`config.mk`:
```
export PLATFORM = sky130hd
export DESIGN_NAME = matmul_seq
export DESIGN_NICKNAME = d
export VERILOG_FILES = /design/src/rtl/matmul_pkg.sv /design/src/rtl/matmul_mac.sv /design/src/rtl/matmul_seq.sv
export SDC_FILE = /design/constraint.sdc
export NUM_CORES = 1
export LEC_CHECK = 0
export BUFFER_PORTS_ARGS = -buffer_cell sky130_fd_sc_hd__buf_2
export CORE_AREA = 2 2 271 273
export DETAILED_ROUTE_END_ITERATION = 10
export DIE_AREA = 0 0 273 275
export GPL_TIMING_DRIVEN = 0
export HOLD_SLACK_MARGIN = 0.06
export PLACE_DENSITY = 0.65
export SLEW_MARGIN = 5
export SYNTH_ARGS = -nofsm -noshare
export SYNTH_HDL_FRONTEND = slang
export SYNTH_SLANG_ARGS = --single-unit
```
`constraint.sdc`:
```
create_clock -name clk -period 9 [get_ports clk]
set_clock_uncertainty 0.2 [all_clocks]
set_input_delay 2.25 -clock clk [delete_from_list [all_inputs] [get_ports clk]]
set_output_delay 2.25 -clock clk [all_outputs]
set_load 0.03 [all_outputs]
```
`src/rtl/matmul_pkg.sv`:
```
// Shared types and helpers for the sequential matrix-multiply accelerator.
// sat_add works on a 64-bit carrier; only the low acc_w bits are meaningful.
package matmul_pkg;

    typedef enum logic [1:0] {
        IDLE = 2'd0,
        MAC  = 2'd1,
        DONE = 2'd2
    } state_e;

    localparam int MAX_W = 64;

    // Add two acc_w-bit values held in the low bits of a and b (acc_w <= 63).
    function automatic logic [MAX_W-1:0] sat_add(
        input logic [MAX_W-1:0] a,
        input logic [MAX_W-1:0] b,
        input logic             signed_mode,
        input logic             sat_en,
        input int               acc_w
    );
        logic [MAX_W:0]        one, mask, ua, ub, us;
        logic signed [MAX_W:0] sa, sb, ss, smax, smin;
        int                    sh;
        one  = (MAX_W+1)'(1);
        mask = (one << acc_w) - one;
        sh   = MAX_W + 1 - acc_w;
        ua   = {1'b0, a} & mask;
        ub   = {1'b0, b} & mask;
        sa   = $signed(ua << sh) >>> sh;
        sb   = $signed(ub << sh) >>> sh;
        us   = ua + ub;
        ss   = sa + sb;
        smax = $signed((one << (acc_w - 1)) - one);
        smin = -$signed(one << (acc_w - 1));
        if (signed_mode) begin
            if (sat_en && (ss > smax))
                ss = smax;
            else if (sat_en && (ss < smin))
                ss = smin;
            us = $unsigned(ss);
        end else if (sat_en && (us > mask)) begin
            us = mask;
        end
        us = us & mask;
        return us[MAX_W-1:0];
    endfunction

    function automatic int idx(input int row, input int col, input int n);
        return row * n + col;
    endfunction

endpackage

```
`src/rtl/matmul_mac.sv`:
```
// One multiply-accumulate step: full-width product, extension to ACC_W,
// then a wrapping or saturating add onto the supplied base.
module matmul_mac
    import matmul_pkg::*;
#(
    parameter int DATA_W = 8,
    parameter int ACC_W  = 20,
    parameter int SAT    = 1
) (
    input  logic [DATA_W-1:0] a,
    input  logic [DATA_W-1:0] b,
    input  logic [ACC_W-1:0]  base,
    input  logic              signed_mode,
    output logic [ACC_W-1:0]  acc_next
);
    localparam int PW = 2 * DATA_W;

    logic signed [PW-1:0] prod_s;
    logic [PW-1:0]        prod_u, prod;
    logic [MAX_W-1:0]     prod_x, base_x, sum_x;

    assign prod_s = $signed({{DATA_W{a[DATA_W-1]}}, a}) * $signed({{DATA_W{b[DATA_W-1]}}, b});
    assign prod_u = {{DATA_W{1'b0}}, a} * {{DATA_W{1'b0}}, b};
    assign prod   = signed_mode ? $unsigned(prod_s) : prod_u;

    assign prod_x = {{(MAX_W-PW){signed_mode & prod[PW-1]}}, prod};
    assign base_x = {{(MAX_W-ACC_W){1'b0}}, base};
    assign sum_x  = sat_add(base_x, prod_x, signed_mode, SAT != 0, ACC_W);

    assign acc_next = sum_x[ACC_W-1:0];

endmodule

```
`src/rtl/matmul_seq.sv`:
```
// Sequential N x N matrix multiply (C = A*B or C += A*B), one MAC per cycle,
// operands loaded through a write port and results read through a registered port.
module matmul_seq
    import matmul_pkg::*;
#(
    parameter int N      = 4,
    parameter int DATA_W = 8,
    parameter int ACC_W  = 20,
    parameter int SAT    = 1
) (
    input  logic                    clk,
    input  logic                    rst,
    input  logic                    start,
    input  logic                    cfg_signed,
    input  logic                    cfg_accum,
    output logic                    busy,
    output logic                    done,
    input  logic                    wr_en,
    input  logic                    wr_sel,
    input  logic [$clog2(N*N)-1:0]  wr_addr,
    input  logic [DATA_W-1:0]       wr_data,
    input  logic [$clog2(N*N)-1:0]  rd_addr,
    output logic [ACC_W-1:0]        rd_data
);
    localparam int             NN   = N * N;
    localparam int             AW   = $clog2(NN);
    localparam int             IW   = $clog2(N);
    localparam logic [AW:0]    NN_L = (AW+1)'(NN);
    localparam logic [IW-1:0]  LAST = IW'(N - 1);

    state_e              state;
    logic                sgn_q, accum_q;
    logic [IW-1:0]       i_q, j_q, k_q;
    logic [ACC_W-1:0]    acc_q, base, acc_next;
    logic [DATA_W-1:0]   a_mem [NN];
    logic [DATA_W-1:0]   b_mem [NN];
    logic [ACC_W-1:0]    c_mem [NN];
    logic [AW-1:0]       a_idx, b_idx, c_idx;

    assign a_idx = AW'(idx(int'(i_q), int'(k_q), N));
    assign b_idx = AW'(idx(int'(k_q), int'(j_q), N));
    assign c_idx = AW'(idx(int'(i_q), int'(j_q), N));

    // First k step seeds from C (accumulate) or zero; later steps chain the running sum.
    assign base = (k_q == '0) ? (accum_q ? c_mem[c_idx] : '0) : acc_q;

    matmul_mac #(
        .DATA_W (DATA_W),
        .ACC_W  (ACC_W),
        .SAT    (SAT)
    ) u_mac (
        .a           (a_mem[a_idx]),
        .b           (b_mem[b_idx]),
        .base        (base),
        .signed_mode (sgn_q),
        .acc_next    (acc_next)
    );

    assign busy = (state == MAC);
    assign done = (state == DONE);

    always_ff @(posedge clk) begin
        if (rst) begin
            state   <= IDLE;
            sgn_q   <= 1'b0;
            accum_q <= 1'b0;
            i_q     <= '0;
            j_q     <= '0;
            k_q     <= '0;
            acc_q   <= '0;
            rd_data <= '0;
            for (int e = 0; e < NN; e++) begin
                a_mem[e] <= '0;
                b_mem[e] <= '0;
                c_mem[e] <= '0;
            end
        end else begin
            rd_data <= ({1'b0, rd_addr} < NN_L) ? c_mem[rd_addr] : '0;
            unique case (state)
                IDLE: begin
                    if (wr_en && ({1'b0, wr_addr} < NN_L)) begin
                        if (wr_sel)
                            b_mem[wr_addr] <= wr_data;
                        else
                            a_mem[wr_addr] <= wr_data;
                    end
                    if (start) begin
                        state   <= MAC;
                        sgn_q   <= cfg_signed;
                        accum_q <= cfg_accum;
                        i_q     <= '0;
                        j_q     <= '0;
                        k_q     <= '0;
                    end
                end
                MAC: begin
                    acc_q <= acc_next;
                    if (k_q == LAST) begin
                        c_mem[c_idx] <= acc_next;
                        k_q          <= '0;
                        if (j_q == LAST) begin
                            j_q <= '0;
                            if (i_q == LAST) begin
                                i_q   <= '0;
                                state <= DONE;
                            end else begin
                                i_q <= i_q + IW'(1);
                            end
                        end else begin
                            j_q <= j_q + IW'(1);
                        end
                    end else begin
                        k_q <= k_q + IW'(1);
                    end
                end
                DONE:    state <= IDLE;
                default: state <= IDLE;
            endcase
        end
    end

endmodule

```
==> results by group <==
Synth
  • Asr flop ratio synth: 0
  • Mapped Area: 35900 um2
  • Synth unique cells: 68
  • Count of flip-flops with a built-in enable after synthesis: 576
  • Ys flop type: edfxtp_1
  • Part of the Yosys area used for sequential elements: 0.510
  • Synth Register Bits: 626
  • Syn_nets: 2880
  • Synth Warn #: 0
  • Post-Syn Instances: 2684
  • Avg Synthesized Cell Area: 13.4 um2

CTS
  • CTS clk-pin slew, worst paths: 70 ps
  • Root Driver: clkbuf_16
  • CTS tree: built
  • Clock Latency Late Sink: 620 ps
  • Bufs on Longest Clock Path: 3
  • H-Tree Depth: 3
  • # clock sinks: 626
  • Inserted Clock Buffers: 69

GRT
  • GRT overflow: 0
  • Met1 Usage GRT: 0.389
  • GR peak layer: met2
  • Met3 usage: 0.0569
  • Total track usage: 0.285
  • GR Layer Usage met2: 0.459
  • Largest net degree at the start of global routing: 21
  • Initial antenna violation count: 2
  • Global-route wire length before repair: 157000 um
  • Vias in the first global route: 24917

Run status
  • Run status: finished with violations
  • Violated checks: negative setup slack

Placement
  • Place WS: -3300 ps
  • Routability cong.: 0.913
  • Placed Instance Area: 37300 um2
  • DP HPWL: 75000 um
  • Placed insts: 3681
  • Input/output buffers: 38

Setup path
  • Startpoint Class: register
  • Critical Path Source: j_q[0]$_SDFFE_PP0P_
  • Crit-path slowest cell: mux4_2
  • Required time of the critical path: 9150 ps
  • WP depth: 35
  • Critical path endpoint: c_mem[4][10]$_SDFFCE_PN0P_
  • CP Max Fanout: 10
  • Worst path arrival time: 9240 ps
  • R2r endpoint: c_mem[4][10]$_SDFFCE_PN0P_
  • Most common cell on crit path: fa_1
  • Slowest stage delay, CP: 660 ps
  • R2R cell count: 35
  • Critical Path End Type: register
  • CP top delay family: adder cells
  • Setup Crit Path Kind: reg -> reg
  • Critical R2R Launch: j_q[0]$_SDFFE_PP0P_
  • Worst R2R Setup Slack: -80 ps
  • Buffers plus inverters on the worst setup path: 10

Drt
  • DRT Wirelength: 106000 um
  • DR vias: 24607
  • Routed WL per cell: 26.9 um
  • DRT antenna net count: 0
  • First-pass DRT Iterations: 6
  • Drc violations: 0
  • Initial DRC count: 3098
  • Vias per inst: 6.21

STA
  • Fin. max-slew vios: 0
  • Worst Tran Pin Value: 1420 ps
  • Relative max-transition margin: 0.0552
  • Fin crit share: 1.01
  • Final hold violation count: 0
  • Total negative slack: -3410 ps
  • Unrepaired setup endpoints after global routing: yes
  • Peak Freq: 110 MHz
  • Setup Viol. Count Final: 92
  • Worst hold slack: 253 ps
  • Min Tclk post-route: 9080 ps
  • PnR worst setup slack: -83.2 ps

Power
  • Leakage: 15.9 nW
  • PwrDens: 199 nW/um2
  • Overall Power: 8.45 mW
  • VDD IR max: 0.000114 V

Die
  • Initial cell density of the core: 0.496
  • Row cnt: 99
  • Core box area: 72300 um2
  • I/O pin cnt: 45
  • Die area: 75100 um2
  • Vert. Die Dim: 275 um
  • Die Wd: 273 um

Finish
  • Filler cells: 5627
  • Cell Count, Final, Fillers Out: 3961
  • Layout area overhead: 18.5%
  • Most frequent cells in the layout: edfxtp_1 (576), and2_1 (336), mux4_2 (269)
  • Commonest non-fill, non-tap cell in the layout: edfxtp_1
  • # nets final: 3142
  • Fraction of layout cells with a size suffix above 1: 0.268
  • Final Instance Area: 42500 um2
  • Util after Layout: 0.588

Hold path
  • HP Class: reg -> reg

Flow run
  • Maxcap violations: 0
-- synth_stat cells (all sizes together), types with 5 or more instances --
library cell / n / area, um2
fa: 86 / 1720
nor3: 34 / 181
nor2b: 11 / 68.8
nand2: 74 / 278
ha: 87 / 1090
mux2i: 20 / 200
and2: 342 / 2140
clkbuf: 98 / 368
dfxtp: 50 / 1000
a31oi: 6 / 37.5
a21o: 12 / 90.1
xor2: 10 / 87.6
a32o: 16 / 160
o211ai: 6 / 45.0
a21oi: 108 / 559
xnor2: 35 / 314
buf: 81 / 434
or2: 11 / 68.8
nand3: 51 / 260
o21bai: 11 / 86.3
o21ai: 101 / 558
inv: 197 / 739
edfxtp: 576 / 17300
nand2b: 16 / 100
a211oi: 20 / 263
and3: 21 / 131
nor2: 290 / 1090
a22oi: 5 / 37.5
mux4: 269 / 6060
-- worst reg2reg max path: cells and delay by family (launching register included) --
| kind | cells | cell delay [ps] |
|---|---|---|
| xor gates and xnor gates | 2 | 330 |
| adders and majority gates | 7 | 2890 |
| and+or+nand+nor | 5 | 750 |
| DFF | 1 | 440 |
| AOI/OAI and AO/OA | 9 | 1650 |
| muxes | 2 | 1230 |
| buffers and inverters | 10 | 1320 |
-- area by class of cell --
cell class | instances | area (um2) | share of cell area
Clock inverter | 27 | 423 | 0.00995
Clock buffer | 99 | 1930 | 0.0454
Buffer | 176 | 1430 | 0.0336
Timing Repair Buffer | 194 | 1710 | 0.0401
Inverter | 197 | 742 | 0.0175
Sequential cell | 626 | 18300 | 0.431
Tap cell | 959 | 1200 | 0.0282
Multi-Input combinational cell | 1682 | 16800 | 0.395
Antenna cell | 1 | 2.50 | 0.0000589
-- report_power, final --
part / internal (mW) / switching (mW)
Clock: 1.77 / 1.24
Sequential: 3.29 / 0.0498
Combinational: 0.896 / 1.20
Total: 5.95 / 2.49
-- metal layers --
metal | vias to the layer above | wire length, um
li1 | 10367 | -
met2 | 1464 | 50500
met5 | - | 0
met4 | 0 | 4370
met3 | 267 | 10700
met1 | 12509 | 40900
-- kinds of logic after synthesis --
family	synth area share
AO/OA/AOI/OAI	0.0586
multiplexers	0.175
XOR/XNOR	0.0112
AND/OR/NAND/NOR	0.123
flip-flops	0.510
buffers and inverters	0.0430
adder cells (fa/ha/maj)	0.0786
-- sequential cells by signal, summed over array words and instances, names as in the netlist --
name / count
j_q: 2
state: 2
c_mem: 320
rd_data: 20
accum_q: 1
k_q: 2
sgn_q: 1
a_mem: 128
b_mem: 128
i_q: 2
acc_q: 20
-- repair_timing --
item	CTS	global route
cloned	11	8
resized for setup	245	194
setup buffers	66	72
pin swaps	42	78
endpoints found under the hold margin	0	0
setup endpoints to repair	340	340
hold buffers	0	0
-- how the worst min path moves through the flow --
stage	endpoint	cells after the start	from
final	acc_q[15]$_SDFFE_PP0P_	2	acc_q[15]$_SDFFE_PP0P_
after CTS	acc_q[11]$_SDFFE_PP0P_	2	acc_q[11]$_SDFFE_PP0P_
after detailed placement	acc_q[11]$_SDFFE_PP0P_	2	acc_q[11]$_SDFFE_PP0P_
after global routing	acc_q[15]$_SDFFE_PP0P_	2	acc_q[15]$_SDFFE_PP0P_
after global placement	acc_q[0]$_SDFFE_PP0P_	2	acc_q[0]$_SDFFE_PP0P_
after floorplan	acc_q[16]$_SDFFE_PP0P_	2	acc_q[16]$_SDFFE_PP0P_
(Power assumes the default switching activity.)
